File: src/rtl/keypad_pkg.sv
// Shared definitions for the keypad event sequencer: event type codes,
// FSM state encoding and the FIFO entry packing helper.
package keypad_pkg;

    localparam logic [1:0] EV_PRESS   = 2'b01;
    localparam logic [1:0] EV_RELEASE = 2'b10;
    localparam logic [1:0] EV_REPEAT  = 2'b11;

    typedef enum logic [1:0] {
        ST_IDLE   = 2'd0,
        ST_HOLD   = 2'd1,
        ST_REPEAT = 2'd2
    } kp_state_e;

    // Entry layout seen by the host: {type, 2'b00, code}.
    function automatic logic [7:0] kp_entry(input logic [1:0] ev_type,
                                            input logic [3:0] code);
        return {ev_type, 2'b00, code};
    endfunction

endpackage

File: src/rtl/keypad_evt_fifo.sv
// Event FIFO: one push and one pop per cycle; a pop frees room for a push in
// the same cycle, otherwise a push into a full FIFO is dropped and flagged.
module keypad_evt_fifo #(
    parameter int DEPTH = 8
) (
    input  logic                       clk,
    input  logic                       rst,
    input  logic                       push_i,
    input  logic                       pop_i,
    input  logic [7:0]                 din_i,
    output logic [7:0]                 dout_o,
    output logic                       empty_o,
    output logic                       full_o,
    output logic [$clog2(DEPTH):0]     count_o,
    output logic                       drop_o
);

    localparam int AW = $clog2(DEPTH);
    localparam logic [AW:0] FULL_CNT = (AW + 1)'(DEPTH);

    logic [7:0]    mem_q [DEPTH];
    logic [AW-1:0] wr_ptr_q;
    logic [AW-1:0] rd_ptr_q;
    logic [AW:0]   count_q;
    logic          pop_ok;
    logic          push_ok;

    assign empty_o = (count_q == '0);
    assign full_o  = (count_q == FULL_CNT);
    assign pop_ok  = pop_i && !empty_o;
    assign push_ok = push_i && (!full_o || pop_ok);
    assign drop_o  = push_i && full_o && !pop_ok;
    assign count_o = count_q;
    assign dout_o  = empty_o ? 8'h00 : mem_q[rd_ptr_q];

    always_ff @(posedge clk) begin
        if (push_ok) begin
            mem_q[wr_ptr_q] <= din_i;
        end
    end

    // Power-of-two depth lets the pointers wrap by plain overflow.
    always_ff @(posedge clk or negedge rst) begin
        if (!rst) begin
            wr_ptr_q <= '0;
            rd_ptr_q <= '0;
            count_q  <= '0;
        end else begin
            if (push_ok) begin
                wr_ptr_q <= wr_ptr_q + 1'b1;
            end
            if (pop_ok) begin
                rd_ptr_q <= rd_ptr_q + 1'b1;
            end
            unique case ({push_ok, pop_ok})
                2'b10:   count_q <= count_q + 1'b1;
                2'b01:   count_q <= count_q - 1'b1;
                default: count_q <= count_q;
            endcase
        end
    end

endmodule

File: src/rtl/keypad_event_ctrl.sv
// Turns the scanner's level key-held indication into press/release/repeat
// events, queues them for the host and drives the active-low interrupt.
module keypad_event_ctrl
    import keypad_pkg::*;
#(
    parameter int               DEPTH         = 8,
    parameter int               CNT_W         = 24,
    parameter logic [CNT_W-1:0] REPEAT_DELAY  = 24'd12_000_000,
    parameter logic [CNT_W-1:0] REPEAT_PERIOD = 24'd2_000_000
) (
    input  logic                       clk,
    input  logic                       rst,
    input  logic                       key_int_n,
    input  logic [3:0]                 key_data,
    input  logic                       irq_en,
    input  logic                       rpt_en,
    input  logic                       rd_stb,
    input  logic                       clr_ovf,
    output logic [7:0]                 dout,
    output logic                       empty,
    output logic [$clog2(DEPTH):0]     count,
    output logic                       ovf,
    output logic                       irq_n
);

    localparam logic [CNT_W-1:0] DELAY_LAST  = REPEAT_DELAY - 1'b1;
    localparam logic [CNT_W-1:0] PERIOD_LAST = REPEAT_PERIOD - 1'b1;

    kp_state_e         state_q, state_d;
    logic [CNT_W-1:0]  hcnt_q, hcnt_d;
    logic [3:0]        code_q, code_d;
    logic              int_q;
    logic              ovf_q;
    logic              irq_n_q;

    logic              press_edge;
    logic              release_edge;
    logic              evt_push;
    logic [7:0]        evt_data;
    logic              fifo_empty;
    logic              fifo_full;
    logic              fifo_drop;

    assign press_edge   = int_q && !key_int_n;
    assign release_edge = !int_q && key_int_n;

    // Event decision is combinational so the push lands on the same edge
    // that first samples the key edge.
    always_comb begin
        state_d  = state_q;
        hcnt_d   = hcnt_q;
        code_d   = code_q;
        evt_push = 1'b0;
        evt_data = 8'h00;
        unique case (state_q)
            ST_IDLE: begin
                if (press_edge) begin
                    evt_push = 1'b1;
                    evt_data = kp_entry(EV_PRESS, key_data);
                    code_d   = key_data;
                    hcnt_d   = '0;
                    state_d  = ST_HOLD;
                end
            end
            ST_HOLD, ST_REPEAT: begin
                if (release_edge) begin
                    evt_push = 1'b1;
                    evt_data = kp_entry(EV_RELEASE, code_q);
                    hcnt_d   = '0;
                    state_d  = ST_IDLE;
                end else if (press_edge) begin
                    // Missed release: log it and restart the hold on the new code.
                    evt_push = 1'b1;
                    evt_data = kp_entry(EV_RELEASE, code_q);
                    code_d   = key_data;
                    hcnt_d   = '0;
                    state_d  = ST_HOLD;
                end else if (!rpt_en) begin
                    hcnt_d  = '0;
                    state_d = ST_HOLD;
                end else if (hcnt_q == ((state_q == ST_HOLD) ? DELAY_LAST : PERIOD_LAST)) begin
                    evt_push = 1'b1;
                    evt_data = kp_entry(EV_REPEAT, code_q);
                    hcnt_d   = '0;
                    state_d  = ST_REPEAT;
                end else begin
                    hcnt_d = hcnt_q + 1'b1;
                end
            end
            default: begin
                state_d = ST_IDLE;
                hcnt_d  = '0;
            end
        endcase
    end

    always_ff @(posedge clk or negedge rst) begin
        if (!rst) begin
            state_q <= ST_IDLE;
            hcnt_q  <= '0;
            code_q  <= 4'h0;
            int_q   <= 1'b1;
            ovf_q   <= 1'b0;
            irq_n_q <= 1'b1;
        end else begin
            state_q <= state_d;
            hcnt_q  <= hcnt_d;
            code_q  <= code_d;
            int_q   <= key_int_n;
            irq_n_q <= !(irq_en && !fifo_empty);
            if (fifo_drop && fifo_full) begin
                ovf_q <= 1'b1;
            end else if (clr_ovf) begin
                ovf_q <= 1'b0;
            end
        end
    end

    keypad_evt_fifo #(
        .DEPTH (DEPTH)
    ) u_fifo (
        .clk     (clk),
        .rst     (rst),
        .push_i  (evt_push),
        .pop_i   (rd_stb),
        .din_i   (evt_data),
        .dout_o  (dout),
        .empty_o (fifo_empty),
        .full_o  (fifo_full),
        .count_o (count),
        .drop_o  (fifo_drop)
    );

    assign empty = fifo_empty;
    assign ovf   = ovf_q;
    assign irq_n = irq_n_q;

endmodule

File: config.mk
export PLATFORM = sky130hd
export DESIGN_NAME = keypad_event_ctrl
export DESIGN_NICKNAME = d
export VERILOG_FILES = /design/src/rtl/keypad_pkg.sv /design/src/rtl/keypad_evt_fifo.sv /design/src/rtl/keypad_event_ctrl.sv
export SDC_FILE = /design/constraint.sdc
export NUM_CORES = 1
export LEC_CHECK = 0
export ABC_AREA = 1
export BUFFER_PORTS_ARGS = -buffer_cell sky130_fd_sc_hd__buf_2
export CELL_PAD_IN_SITES_DETAIL_PLACEMENT = 0
export CELL_PAD_IN_SITES_GLOBAL_PLACEMENT = 1
export CORE_MARGIN = 5
export CORE_UTILIZATION = 43
export DETAILED_ROUTE_END_ITERATION = 6
export MAX_ROUTING_LAYER = met4
export PLACE_DENSITY_LB_ADDON = 0.08
export SYNTH_ARGS = -nofsm -noshare
export SYNTH_HDL_FRONTEND = slang
export SYNTH_SLANG_ARGS = --single-unit
File: constraint.sdc
create_clock -name clk -period 2.42 [get_ports clk]
set_input_delay 0.726 -clock clk [delete_from_list [all_inputs] [get_ports clk]]
set_output_delay 0.726 -clock clk [all_outputs]
set_load 0.01 [all_outputs]
==> results.yml, run 1 <==
status:
  status: "finished, violations left"
  violations: "setup timing"
sta:
  finalSetupTns_ns: -0.0432
  period_minus_slack_ns: 2.45
  holdWs_ns: 0.361
  timing.final.crit_share_pct: 101
  worst_slew_pin_slew_ns: 0.829
  setup_viol: 2
  fin_skew_ns: 0.00686
  rsz0062_at_grt: "true"
  slew_violations: 0
  slew-limit-headroom_pct: 44.1
  finalWorstSetupSlack_ns: -0.0326
  clock.fmax_mhz: 408
  hold_violations: 0
place:
  placedCellCount: 677
  dp_hpwl_mm: 7.17
  port_buffers: 23
  gp_congestion: 0.820
setup_path:
  start_kind: "flip-flop"
  crit_path_cell_trace: "clkinvlp_4 > buf_8 > nor2_2 > o22ai_1 > o21ai_1 > a31oi_1 > buf_2"
  r2r_cells: 22
  ff2ff_setup_slack_ns: 0.09
  startpoint: "u_fifo.rd_ptr_q[0]"
  critPathKind: "reg -> out"
  worst_ep_required_time_ns: 1.69
  r2r-end: "u_fifo.count_o[3]"
  crit_buf_inv: 3
  max_stage_delay_ns: 0.46
  crit_family: "buffers and inverters"
  slowest_stage: "dfrtp_2"
  cp-end-kind: "primary output"
  cp_max_fo: 7
  r2r-start: "state_q[1]"
  arrival_ns: 1.73
clocking:
  cts_made_buffers: 9
  path_clk_slew_ns: 0.09
  clock_path_buffers: 2
  cts_root_buf: "clkbuf_8"
  cts_tree: "built"
  clock_latency_ns: 0.35
  cts.sinks: 91
  cts_max_level: 3
min_path:
  holdCritPathClass: "in -> async"
die:
  ios: 26
  dieWidth_um: 112
  die_h_um: 112
  die_area_mm2: 0.0126
  start_util_pct: 43.8
  std_cell_rows: 37
  core_area_mm2: 0.0102
synth:
  ys_types: 38
  synth_area_leaders: "edfxtp_1 32%, dfrtp_1 23%, nand2_1 6.7%"
  synth_edf_count: 48
  yosysTopAreaCellShare_pct: 32.2
  ys_warn_count: 0
  synthFlopType: "edfxtp_1"
  syn-instance-count: 481
  synth_top_area_cell: "edfxtp_1"
  syn_avg_cell_area_um2: 9.31
  syn_area_mm2: 0.00448
  async_flop_share_pct: 47.3
  ys_seq_area_share_pct: 56.3
  ys_ff_latch: 91
cells_and_area:
  antenna_cells: 0
  final_cell_mix: "76 x nand2_1, 63 x nor2_1, 48 x edfxtp_1"
  layoutNonFillerInstCount: 698
  n_fill_cell: 930
  final_common_cell: "nand2_1"
  syn_to_final_growth_pct: 24.7
  final_util_pct: 54.6
  finalNetCount: 577
  drive_gt1_share_pct: 31.5
detailed_routing:
  drc: 0
  drtIter0Drc: 116
  wl_per_cell_um: 14.3
  vias: 3394
  wl_mm: 9.97
  drt_pass1_iterations: 4
  via_per_inst: 4.86
  ant_nets: 0
power:
  p_total_mw: 6.08
  p_leak_nw: 2.33
  vdd_drop_max_mv: 0.534
  power_density_mw_per_mm2: 1090
grt:
  grt_pass1_wl_mm: 16.2
  grt_pass1_vias: 3411
  grt_max_degree: 27
  track_usage_pct: 16.7
  antenna_found_initial: 0
  overflow: 0
job:
  drv_cap: 0
## worst max path at each step
stage | slack [ns] | cells after the start | end
after floorplan | 0.05 | 15 | u_fifo.mem_q[0][0]
after global placement | -0.05 | 20 | u_fifo.count_o[3]
after detailed placement | -0.09 | 20 | u_fifo.count_o[3]
after CTS | -0.08 | 6 | dout[3]
after global routing | -0.15 | 7 | dout[3]
final | -0.03 | 7 | dout[3]
## sequential cells by signal (all words and copies together), names as in the netlist, 2 cells and up
signal / flops
u_fifo.count_o: 4
u_fifo.mem_q: 48
hcnt_q: 24
u_fifo.wr_ptr_q: 3
state_q: 2
code_q: 4
u_fifo.rd_ptr_q: 3
## power by group
part           total, mW  internal [mW]  switching [mW]  leakage, nW
logic               2.87           1.18            1.69         1.22
clock network       1.08          0.538           0.546        0.106
registers           2.13           1.98           0.149         1.01
## Yosys cell counts (5+ instances only)
library cell	count
nand3_2	5
o21ai_0	46
xor2_1	8
clkbuf_1	8
o21ai_1	7
nand2_1	80
nand3_1	13
inv_1	48
nand4_1	6
o22ai_1	6
nor2_1	69
nor3_1	15
a21oi_1	11
dfrtp_1	41
a31oi_1	8
inv_2	13
edfxtp_1	48
nand2_2	7
nor2_4	5
ha_1	8
nor2_2	5
## per-stage QoR
step | worst slack, ns | cell area (um2)
3_5_place_dp | -0.0924 | 5090
3_3_place_gp | -0.0512 | 5090
4_1_cts | -0.0755 | 5380
6_report | -0.0326 | 5590
2_1_floorplan | 0.0481 | 4500
5_1_grt | -0.152 | 5590
## routing by layer
layer,global-route usage [%],up-vias,wire length (um)
met5,-,-,0
met4,5.77,0,110
met3,2.16,9,188
met2,30.5,30,5480
met1,18.9,1597,4190
li1,-,1758,-
## kinds of logic (layout without fill, tap and decap cells)
kind of cell	Yosys count	after routing	synth area share, %
adder cells (fa/ha/maj)	9	9	2.68
flip-flops	91	91	56.3
AO/OA/AOI/OAI	85	85	10.3
other	1	2	0.0837
buffers and inverters	74	154	6.70
XOR/XNOR	9	9	1.76
AND/OR/NAND/NOR	212	212	22.2
## final cells by class
| cell class | count | area (um2) | share of cell area (%) |
|---|---|---|---|
| clock inverters | 5 | 60.1 | 1.08 |
| well taps | 136 | 170 | 3.05 |
| inverters | 61 | 238 | 4.26 |
| multi-input cells | 317 | 1860 | 33.3 |
| clock buffers | 11 | 151 | 2.71 |
| repair buffers | 77 | 586 | 10.5 |
| flip-flops and latches | 91 | 2520 | 45.1 |
## repair_timing
item	CTS	global route
resized for setup	34	52
gates cloned	0	1
setup buffers	4	1
pin swaps	5	22
endpoints found under the setup margin	51	63
hold buffers	0	0
Power figures use the tool's default switching activity.
==> run 2, diff against run 1 <==
SKIP_LAST_GASP = 1   (was not set)
==> run 2 against run 1 <==
Against the previous run: die area did not move; clock-buffer cell count did not move; the run still ends with setup timing left; largest power group unchanged; clock skew is the same; flip-flop and latch count did not move.
==> results.yml, run 2 (synthesized netlist as in run 1, its figures left out) <==
grt:
  grt_max_degree: 27
  met3_usage_pct: 2.16
  antenna_found_initial: 0
  grt_pass1_vias: 3409
  top_usage_layer: "met2"
  use_met1_pct: 18.9
  overflow: 0
  met2_usage_pct: 30.5
  grt_pass1_wl_mm: 16.2
  track_usage_pct: 16.7
power:
  p_leak_nw: 2.33
  power_frac_comb_pct: 47.2
  p_sw_share_pct: 39.2
  power_density_mw_per_mm2: 1090
  clockPowerShare_pct: 17.8
  seq_power_share_pct: 35.0
  power_switching_mw: 2.38
  p_int_mw: 3.70
  vdd_drop_max_mv: 0.544
die:
  start_util_pct: 43.8
  die_area_mm2: 0.0126
  dieWidth_um: 112
  ios: 26
  core_area_mm2: 0.0102
  std_cell_rows: 37
  die_h_um: 112
detailed_routing:
  via_per_inst: 4.87
  wl_per_cell_um: 14.3
  vias: 3400
  drt_pass1_iterations: 4
  drtIter0Drc: 110
  wl_mm: 9.97
  drc: 0
  ant_nets: 0
job:
  drv_cap: 0
sta:
  timing.final.crit_share_pct: 101
  period_minus_slack_ns: 2.45
  slew_violations: 0
  setup_viol: 3
  fin_skew_ns: 0.00686
  finalWorstSetupSlack_ns: -0.0345
  rsz0062_at_grt: "true"
  slew-limit-headroom_pct: 44.1
  clock.fmax_mhz: 407
  worst_slew_pin_slew_ns: 0.829
  hold_violations: 0
setup_path:
  start_kind: "flip-flop"
  worst_ep_required_time_ns: 1.69
  cp-end-kind: "primary output"
  arrival_ns: 1.73
  startpoint: "u_fifo.rd_ptr_q[0]"
  r2r-start: "state_q[1]"
  cp_max_fo: 7
  critPathKind: "reg -> out"
clocking:
  cts_root_buf: "clkbuf_8"
  cts_max_level: 3
  cts.sinks: 91
  cts_tree: "built"
  path_clk_slew_ns: 0.09
  cts_made_buffers: 9
  clock_path_buffers: 2
  clock_latency_ns: 0.35
place:
  gp_congestion: 0.820
  port_buffers: 23
  dp_hpwl_mm: 7.17
  placed_area_mm2: 0.00509
cells_and_area:
  final_cell_mix: "76 x nand2_1, 64 x nor2_1, 48 x edfxtp_1"
  syn_to_final_growth_pct: 24.7
  top_regs: "u_fifo.mem_q x48, hcnt_q x24"
  final_common_cell: "nand2_1"
  antenna_cells: 0
  design_area_mm2: 0.00558
  finalNetCount: 577
  n_fill_cell: 929
  final_util_pct: 54.6
  largest-register: "u_fifo.mem_q"
  drive_gt1_share_pct: 31.3
  largest_reg_flops: 48
min_path:
  holdCritPathClass: "in -> async"
status:
  status: "finished, violations left"
  violations: "setup timing"
run 2: cell types whose count changed in the layout (fill, tap and decap cells not counted):
cell    previous run  this run
nor2_1            63        64
nor2_2             7         6
run 2: worst max-delay path: stages, from the launching register on:
cell	delay, ns
dfrtp_2	0.46
clkinvlp_4	0.14
buf_8	0.16
nor2_2	0.04
o22ai_1	0.14
o21ai_1	0.09
a31oi_1	0.19
buf_2	0.16
run 2: power groups by stage:
stage	clock network [mW]	logic (mW)	registers, mW
after floorplan	0	1.51	2.15
after global placement	0	2.42	2.12
after detailed placement	0	2.45	2.13
after CTS	1.11	2.62	2.11
after global routing	1.18	3.20	2.16
final	1.08	2.87	2.13
run 2: layer usage:
metal | share of wire [%] | vias up
met5 | 0 | -
met4 | 1.1 | 0
met2 | 55 | 26
met3 | 1.7 | 9
li1 | - | 1757
met1 | 42 | 1608
run 2: per-stage QoR:
stage | total power, mW | cells | hold slack (ns) | setup TNS, ns | setup slack, ns
finish | 6.08 | 698 | 0.361 | -0.0704 | -0.0345
global route | 6.54 | 698 | 0.394 | -0.869 | -0.149
CTS | 5.84 | 696 | 0.361 | -0.313 | -0.0755
detailed placement | 4.58 | 677 | 0.477 | -0.249 | -0.0924
global placement | 4.55 | 677 | 0.471 | -0.0512 | -0.0512
floorplan | 3.66 | 482 | 0.430 | 0 | 0.0481
run 2: worst paths after layout:
path,to,slack (ns),cells past startpoint
max,dout[3],-0.03,7
min,code_q[3],0.36,1
max reg2reg,u_fifo.count_o[3],0.09,22
min reg2reg,code_q[2],0.49,2
max in group asynchronous,irq_n,1.45,2
min in group clk,int_q,0.48,1
run 2: layout make-up:
| cell class | count | area, um2 | share of cell area [%] |
|---|---|---|---|
| sequential | 91 | 2520 | 45.1 |
| inverter | 61 | 238 | 4.26 |
| multi-input combinational | 317 | 1860 | 33.3 |
| timing repair buffer | 77 | 586 | 10.5 |
| tap | 136 | 170 | 3.05 |
| clock buffer | 11 | 151 | 2.71 |
| clock inverter | 5 | 60.1 | 1.08 |
run 2: repair_timing:
item                                    in CTS  in global routing
pin swaps                                    5                 22
resized for setup                           34                 51
gates cloned                                 0                  1
endpoints found under the setup margin      51                 63
setup buffers                                4                  1
hold buffers                                 0                  0
